<file path="src/rtl/reg_bank_pkg.sv">
// reg_bank_pkg
// Shared definitions for the register-bank sequencer:
//   - default bank geometry (width, word count, address width)
//   - command opcode encoding carried on cmd_op
//   - sequencer state encoding
package reg_bank_pkg;

    localparam int DEF_WIDTH = 32;
    localparam int DEF_NREGS = 8;
    localparam int DEF_AW    = 3;

    localparam logic [1:0] OP_READ = 2'b00;
    localparam logic [1:0] OP_LOAD = 2'b01;
    localparam logic [1:0] OP_MOVE = 2'b10;
    localparam logic [1:0] OP_SWAP = 2'b11;

    typedef enum logic [2:0] {
        ST_IDLE = 3'd0,
        ST_EXEC = 3'd1,
        ST_SW1  = 3'd2,
        ST_SW2  = 3'd3,
        ST_SW3  = 3'd4
    } state_t;

endpackage

</file>
<file path="src/rtl/reg_bank_sequencer_bank_word.sv">
// bank_word
// One word of the register bank: a WIDTH-bit register with a load enable.
// Ports:
//   clock  - rising-edge clock
//   reset  - synchronous active-high reset, clears the word to 0
//   i_load - load enable; captures i_d on the rising edge
//   i_d    - data to capture
//   o_q    - stored word
module bank_word #(
    parameter int WIDTH = reg_bank_pkg::DEF_WIDTH
) (
    input  logic             clock,
    input  logic             reset,
    input  logic             i_load,
    input  logic [WIDTH-1:0] i_d,
    output logic [WIDTH-1:0] o_q
);

    logic [WIDTH-1:0] r_q;

    always_ff @(posedge clock) begin
        if (reset) begin
            r_q <= '0;
        end else if (i_load) begin
            r_q <= i_d;
        end
    end

    assign o_q = r_q;

endmodule

</file>
<file path="src/rtl/reg_bank_sequencer.sv">
// reg_bank_sequencer
// Register bank of NREGS words with a command sequencer. Commands (READ,
// LOAD, MOVE, SWAP) are accepted over a valid/ready handshake, latched, and
// executed as short multi-cycle transfers through a shared write path that
// asserts at most one word's load enable per cycle.
// Ports:
//   clock, reset          - clock and synchronous active-high reset
//   cmd_valid / cmd_ready - command handshake
//   cmd_op/dst/src/data   - command fields, captured at accept
//   result, result_valid  - registered READ data and its one-cycle strobe
//   busy                  - command in progress (inverse of cmd_ready)
//   peek_addr, peek_data  - combinational debug read of any word
module reg_bank_sequencer
    import reg_bank_pkg::*;
#(
    parameter int WIDTH = DEF_WIDTH,
    parameter int NREGS = DEF_NREGS,
    parameter int AW    = DEF_AW
) (
    input  logic             clock,
    input  logic             reset,
    input  logic             cmd_valid,
    output logic             cmd_ready,
    input  logic [1:0]       cmd_op,
    input  logic [AW-1:0]    cmd_dst,
    input  logic [AW-1:0]    cmd_src,
    input  logic [WIDTH-1:0] cmd_data,
    output logic [WIDTH-1:0] result,
    output logic             result_valid,
    output logic             busy,
    input  logic [AW-1:0]    peek_addr,
    output logic [WIDTH-1:0] peek_data
);

    state_t           r_state;
    state_t           w_next;
    logic [1:0]       r_op;
    logic [AW-1:0]    r_dst;
    logic [AW-1:0]    r_src;
    logic [WIDTH-1:0] r_data;
    logic [WIDTH-1:0] r_temp;
    logic [WIDTH-1:0] r_result;
    logic             r_result_valid;

    logic             w_ready;
    logic             w_accept;
    logic             w_wen;
    logic [AW-1:0]    w_wsel;
    logic [WIDTH-1:0] w_wdata;
    logic [WIDTH-1:0] w_bus;
    logic [NREGS-1:0] w_we;
    logic [WIDTH-1:0] w_words [NREGS];

    assign w_accept = cmd_valid && w_ready;

    // State register
    always_ff @(posedge clock) begin
        if (reset) begin
            r_state <= ST_IDLE;
        end else begin
            r_state <= w_next;
        end
    end

    // Next-state logic
    always_comb begin
        w_next = r_state;
        case (r_state)
            ST_IDLE: begin
                if (w_accept) begin
                    w_next = (cmd_op == OP_SWAP) ? ST_SW1 : ST_EXEC;
                end
            end
            ST_EXEC: w_next = ST_IDLE;
            ST_SW1:  w_next = ST_SW2;
            ST_SW2:  w_next = ST_SW3;
            ST_SW3:  w_next = ST_IDLE;
            default: w_next = ST_IDLE;
        endcase
    end

    // Output logic: handshake and the single shared write path into the bank
    always_comb begin
        w_ready = 1'b0;
        w_wen   = 1'b0;
        w_wsel  = r_dst;
        w_wdata = r_data;
        w_bus   = w_words[r_src];
        case (r_state)
            ST_IDLE: w_ready = 1'b1;
            ST_EXEC: begin
                if (r_op == OP_LOAD) begin
                    w_wen = 1'b1;
                end else if (r_op == OP_MOVE) begin
                    w_wen   = 1'b1;
                    w_wdata = w_bus;
                end
            end
            ST_SW2: begin
                w_wen   = 1'b1;
                w_wdata = w_bus;
            end
            ST_SW3: begin
                // Second half of the swap lands the saved first operand on src
                w_wen   = 1'b1;
                w_wsel  = r_src;
                w_wdata = r_temp;
            end
            default: ;
        endcase
    end

    // Command latch: fields are frozen at accept so later input changes are ignored
    always_ff @(posedge clock) begin
        if (w_accept) begin
            r_op   <= cmd_op;
            r_dst  <= cmd_dst;
            r_src  <= cmd_src;
            r_data <= cmd_data;
        end
    end

    // Swap temp, READ result and its strobe
    always_ff @(posedge clock) begin
        if (reset) begin
            r_temp         <= '0;
            r_result       <= '0;
            r_result_valid <= 1'b0;
        end else begin
            r_result_valid <= 1'b0;
            if (r_state == ST_SW1) begin
                r_temp <= w_words[r_dst];
            end
            if (r_state == ST_EXEC && r_op == OP_READ) begin
                r_result       <= w_bus;
                r_result_valid <= 1'b1;
            end
        end
    end

    genvar gi;
    generate
        for (gi = 0; gi < NREGS; gi++) begin : g_word
            assign w_we[gi] = w_wen && (w_wsel == AW'(gi));
            bank_word #(.WIDTH(WIDTH)) u_word (
                .clock  (clock),
                .reset  (reset),
                .i_load (w_we[gi]),
                .i_d    (w_wdata),
                .o_q    (w_words[gi])
            );
        end
    endgenerate

    assign cmd_ready    = w_ready;
    assign busy         = !w_ready;
    assign result       = r_result;
    assign result_valid = r_result_valid;
    assign peek_data    = w_words[peek_addr];

endmodule

</file>
<file path="config.mk">
export PLATFORM = sky130hd
export DESIGN_NAME = reg_bank_sequencer
export DESIGN_NICKNAME = d
export VERILOG_FILES = /design/src/rtl/reg_bank_pkg.sv /design/src/rtl/reg_bank_sequencer_bank_word.sv /design/src/rtl/reg_bank_sequencer.sv
export SDC_FILE = /design/constraint.sdc
export NUM_CORES = 1
export LEC_CHECK = 0
export BUFFER_PORTS_ARGS = -buffer_cell sky130_fd_sc_hd__buf_2
export CELL_PAD_IN_SITES_DETAIL_PLACEMENT = 1
export CELL_PAD_IN_SITES_GLOBAL_PLACEMENT = 2
export CORE_UTILIZATION = 37
export CTS_CLUSTER_DIAMETER = 30
export DETAILED_ROUTE_END_ITERATION = 10
export GPL_TIMING_DRIVEN = 0
export PLACE_DENSITY_LB_ADDON = 0.1
export SYNTH_ARGS = -nofsm -noshare
export SYNTH_HDL_FRONTEND = slang
export SYNTH_SLANG_ARGS = --single-unit
</file>
<file path="constraint.sdc">
create_clock -name clock -period 2.2 [get_ports clock]
set_input_delay 0.11 -clock clock [delete_from_list [all_inputs] [get_ports clock]]
set_output_delay 0.11 -clock clock [all_outputs]
set_load 0.01 [all_outputs]
</file>
==> impl_metrics.py, run 1 <==
metrics = {
    "timing": {
        "setup_viol": 18,
        "fin_ws_ns": -0.0639,
        "drv_slew": 0,
        "finalCritPeriodShare": 1.03,
        "max-slew-margin-rel": 0.161,
        "max_freq_mhz": 442,
        "tightest_slew_ns": 1.26,
        "fin_worst_skew_ns": 0.0291,
        "fin_crit_ns": 2.26,
        "timing_hold_violations_final": 0,
        "rsz0062_at_grt": "true",
    },
    "final_layout": {
        "antenna_cells": 0,
        "fin_cells": 2855,
        "final_cell_mix": "dfxtp_1 (321), a21oi_1 (278), a311oi_1 (268), mux2i_1 (141), mux4_2 (128)",
        "layout_commonest_cell": "dfxtp_1",
        "areaGrowthSynthToFinish_pct": 39.7,
        "final_layout_size_suffix_gt1_frac": 0.357,
        "fillers": 5388,
        "postLayoutCoreUtil": 0.527,
        "fin_area_mm2": 0.0273,
        "final_nets": 2132,
    },
    "floorplanning": {
        "rows": 83,
        "io_pins": 113,
        "die_w_um": 232,
        "fp.dieArea_mm2": 0.0537,
        "core_mm2": 0.0517,
        "die_h_um": 232,
        "initial_utilization": 0.377,
    },
    "worst_setup_path": {
        "worstPathMaxFanout": 10,
        "crit_type": "input pin to primary output",
        "required_ns": 2.09,
        "startpoint_type": "input pin",
        "cp-end-kind": "primary output",
        "arrival_ns": 2.15,
    },
    "routing": {
        "drt_iter0_markers": 1999,
        "wl_per_cell_um": 33.3,
        "vias": 19128,
        "drtAntennaViolNets": 0,
        "drtPass1Iterations": 6,
        "vias_per_cell": 6.70,
        "routed_wl_mm": 94.9,
        "drc": 0,
    },
    "place": {
        "hpwl_mm": 61.2,
        "place_inst": 2596,
        "io_buffers": 108,
        "dpl_cell_area_mm2": 0.0209,
        "gp_congestion": 0.907,
        "pre_cts_slack_ns": -1.15,
    },
    "logic_synthesis": {
        "syn_area_mm2": 0.0195,
        "seq_area_frac_synth": 0.394,
        "synth_nets": 1856,
        "synth_cell_types": 36,
        "synth-seq-cells": 364,
        "yosysTopAreaCell": "dfxtp_1",
        "syn_inst": 1807,
        "synthTopCellsByArea": "dfxtp_1 (33%), mux4_2 (15%), a311oi_1 (12%), a21oi_1 (7.4%), mux2i_1 (7.2%)",
        "avgSynthCellArea_um2": 10.8,
        "yosys.area.top_type_share": 0.332,
        "yosys_warnings": 0,
    },
    "global_route": {
        "grt_overflow": 0,
        "grt_util_all_layers": 0.346,
        "grt_first_pass_wirelength_mm": 135,
        "antenna_found_initial": 0,
        "grt_pass1_vias": 19537,
        "grt_max_degree": 41,
    },
    "clock_network": {
        "htree_levels": 3,
        "clk_pin_slew_worst_paths_ns": 0.05,
        "cts_tree": "yes",
        "cts_made_buffers": 107,
        "clock_path_buffers": 3,
        "cts_root_buf": "clkbuf_16",
        "clkSinkCount": 364,
        "clock_latency_ns": 0.66,
    },
    "run_status": {
        "outcome": "finished, violations left",
        "violations": "negative setup slack",
    },
    "pwr": {
        "p_total_w": 0.0271,
        "peakVddDrop_mv": 0.663,
        "powerDensity_mw_per_mm2": 995,
        "p_leak_nw": 9.66,
    },
    "flow_run": {
        "drv_cap": 0,
    },
    "min_path": {
        "min_path_type": "input pin to register",
    },
}
-- per-layer routing --
metal / GRT usage / up-vias / part of all wire
met4: 0.141 / 0 / 0.033
met3: 0.108 / 212 / 0.10
met5: 0 / - / 0
met2: 0.520 / 1103 / 0.45
li1: - / 7967 / -
met1: 0.459 / 9846 / 0.42
-- state kept, by name, summed over array words and instances (netlist names), 2 cells and up --
register and count:
r_dst 3, r_op 2, result 32, r_temp 32, g_word.u_word.o_q 256, r_data 32, r_state 3, r_src 3
-- stage by stage --
stage          hold WS [ns]  TNS (ns)
6_report              0.166    -0.380
3_5_place_dp          0.288   -252.12
5_1_grt               0.151    -0.867
3_3_place_gp          0.287   -252.60
2_1_floorplan         0.209         0
4_1_cts               0.146   -0.0402
-- cell families (layout without fill, tap and decap cells) --
kind of cell,after synthesis,in the layout,share of synthesized area
flops,364,364,0.394
compound gates,677,677,0.252
simple gates,234,234,0.0527
buf+inv,224,592,0.0587
mux,305,305,0.241
fa+ha+maj,3,3,0.00192
-- final cells by class --
cell class              count  area, um^2  area share
plain buffers             208        1640      0.0603
clock buffers             140        3080       0.113
clock inverters            61         957      0.0351
inverters                   6        27.5     0.00101
multi-input cells        1219       11700       0.429
flip-flops and latches    364        7700       0.282
well taps                 680         851      0.0312
repair buffers            177        1310      0.0481
-- final timing paths --
kind,startpoint,endpoint,depth (start not counted),slack (ns)
min,cmd_data[28],r_data[28],2,0.17
max,peek_addr[2],peek_data[24],4,-0.06
max reg2reg,r_dst[1],r_temp[17],5,-0.01
min reg2reg,result[24],result[24],2,0.45
-- power breakdown --
group          leakage, nW  switching [W]  internal (W)
clock                 1.97        0.00481        0.0125
sequential            3.00       0.000149       0.00692
combinational         4.69        0.00175      0.000968
total                 9.66        0.00671        0.0204
-- synthesized netlist by cell type (all sizes together) --
cell and number:
nor4 2, a21oi 290, mux2 33, a22oi 64, or3 1, a211oi 13
a311oi 275, clkbuf 100, nand2b 6, a31oi 1, edfxtp 40, a2bb2oi 32
o32ai 2, inv 5, ha 3, dfxtp 324, clkinv 1, nand3 65
nor3 2, nor2b 3, mux2i 144, and3 1, nor2 37, nand2 105
and2 10, or3b 1, nor3b 1, buf 118, mux4 128
-- timing repair --
item                       4_1_cts  5_1_grt
buffers inserted                10       12
cloned                           0        5
pin swaps                       16       60
setup endpoints to repair      392      311
hold endpoints to repair        42        0
resized for setup              221      183
hold buffers                    41        0
-- worst max-delay path: stages --
cell      delay, ns
buf_1          0.43
clkbuf_1       0.99
mux2_2         0.46
buf_2          0.15
Power figures use the tool's default switching activity.
==> run 2: changes to the inputs <==
- CORE_MARGIN: not set -> 4
- CORE_UTILIZATION: 37 -> 41
- SKIP_CTS_REPAIR_TIMING: not set -> 1
- clock period: 2.2 -> 2.57 ns (I/O delays scaled with it)
==> run 2 against run 1 <==
  * The run still ends with negative setup slack left
  * Combinational power down 24%
  * Cell count down 3.5%
  * Clock power down 20%
  * Core utilization up 1.4 points
  * Via count down 0.73%
  * Critical endpoint is now peek_data[0]
  * Sequential power down 15%
  * Largest power group unchanged
  * Non-clock buffer count down 19
==> impl_metrics.py, run 2 (same netlist as run 1, synthesis figures left out) <==
metrics = {
    "floorplanning": {
        "core_mm2": 0.0469,
        "initial_utilization": 0.417,
        "fp.dieArea_mm2": 0.0512,
        "rows": 79,
        "io_pins": 113,
        "die_h_um": 226,
        "die_w_um": 226,
    },
    "timing": {
        "tightest_slew_ns": 1.28,
        "drv_slew": 0,
        "timing_hold_violations_final": 0,
        "max-slew-margin-rel": 0.149,
        "fin_ws_ns": -0.0554,
        "fin_crit_ns": 2.63,
        "max_freq_mhz": 381,
        "setup_viol": 16,
        "finalCritPeriodShare": 1.02,
        "fin_worst_skew_ns": 0.0255,
    },
    "clock_network": {
        "cts_root_buf": "clkbuf_16",
        "clock_latency_ns": 0.66,
        "clock_path_buffers": 3,
        "cts_made_buffers": 101,
        "clkSinkCount": 364,
        "htree_levels": 3,
        "cts_tree": "yes",
        "clk_pin_slew_worst_paths_ns": 0.05,
    },
    "place": {
        "pre_cts_slack_ns": -0.586,
        "io_buffers": 108,
        "gp_congestion": 0.916,
        "hpwl_mm": 59.7,
        "dpl_cell_area_mm2": 0.0209,
    },
    "final_layout": {
        "fin_area_mm2": 0.0254,
        "final_nets": 2107,
        "layout_commonest_cell": "dfxtp_1",
        "final_layout_size_suffix_gt1_frac": 0.311,
        "largest_reg_flops": 256,
        "areaGrowthSynthToFinish_pct": 30.0,
        "final_cell_mix": "dfxtp_1 (324), a21oi_1 (289), a311oi_1 (275), buf_2 (147), mux2i_1 (141)",
    },
    "routing": {
        "drtPass1Iterations": 5,
        "wl_per_cell_um": 33.0,
        "drc": 0,
        "vias": 18988,
        "routed_wl_mm": 90.9,
        "drt_iter0_markers": 2320,
        "drtAntennaViolNets": 0,
        "vias_per_cell": 6.89,
    },
    "worst_setup_path": {
        "arrival_ns": 2.50,
        "worst-r2r-setup-slack_ns": 0.05,
        "cp-end-kind": "primary output",
        "crit_type": "input pin to primary output",
        "worstPathMaxFanout": 10,
        "startpoint_type": "input pin",
        "required_ns": 2.44,
    },
    "pwr": {
        "peakVddDrop_mv": 0.982,
        "p_total_w": 0.0220,
        "powerDensity_mw_per_mm2": 868,
        "p_leak_nw": 9.02,
    },
    "flow_run": {
        "drv_cap": 0,
    },
    "global_route": {
        "grt_first_pass_wirelength_mm": 130,
        "antenna_found_initial": 0,
        "grt_util_all_layers": 0.345,
        "grt_overflow": 0,
        "grt_max_degree": 22,
        "grt_pass1_vias": 19019,
    },
    "min_path": {
        "min_path_type": "input pin to register",
    },
    "run_status": {
        "violations": "negative setup slack",
        "outcome": "finished, violations left",
    },
}
-- run 2: cell types whose count changed in the layout (fill, tap and decap cells not counted), sizes merged --
cell | previous run | this run
buf | 245 | 198
clkdlybuf4s15 | 1 | 0
clkbuf | 237 | 251
bufinv | 24 | 23
clkdlybuf4s18 | 1 | 0
inv | 8 | 10
clkinvlp | 8 | 13
diode | 0 | 1
-- run 2: layer usage --
metal,GRT usage,routed length [um]
met1,0.454,36600
met5,0,0
met4,0.142,3650
met3,0.122,10300
met2,0.518,40400
-- run 2: path summary, 6_finish.rpt --
path	start	end	cells after the start
worst max-delay path	peek_addr[1]	peek_data[0]	5
worst min-delay path	cmd_data[5]	r_data[5]	2
worst max register to register	r_src[0]	g_word[2].u_word.o_q[10]	7
worst min register to register	result[16]	result[16]	2
-- run 2: where the power goes --
| group | switching, W | internal (W) |
|---|---|---|
| logic | 0.00139 | 0.000669 |
| clock network | 0.00409 | 0.00983 |
| registers | 0.000113 | 0.00593 |
-- run 2: cell type report --
class	instances	area (um^2)
clock buffer	124	2730
timing repair buffer	153	1010
multi-input combinational	1219	10900
buffer	213	1230
clock inverter	67	1020
fill	4945	21500
antenna	1	2.50
tap	607	759
inverter	6	26.3
sequential	364	7690
-- run 2: metrics by stage --
stage               utilization  hold WS [ns]  std cells  setup TNS, ns
detailed placement        0.445         0.307       2524        -104.43
global route              0.541         0.178       2753       -0.00335
global placement          0.444         0.304       2522        -124.89
finish                    0.542         0.188       2754         -0.324
floorplan                     -         0.227       1807              0
CTS                       0.525        -0.368       2715        -117.58
-- run 2: worst max-delay path: stages --
cell	delay, ns
clkbuf_1	0.72
clkbuf_1	0.73
mux4_2	0.43
mux2_2	0.33
buf_2	0.15
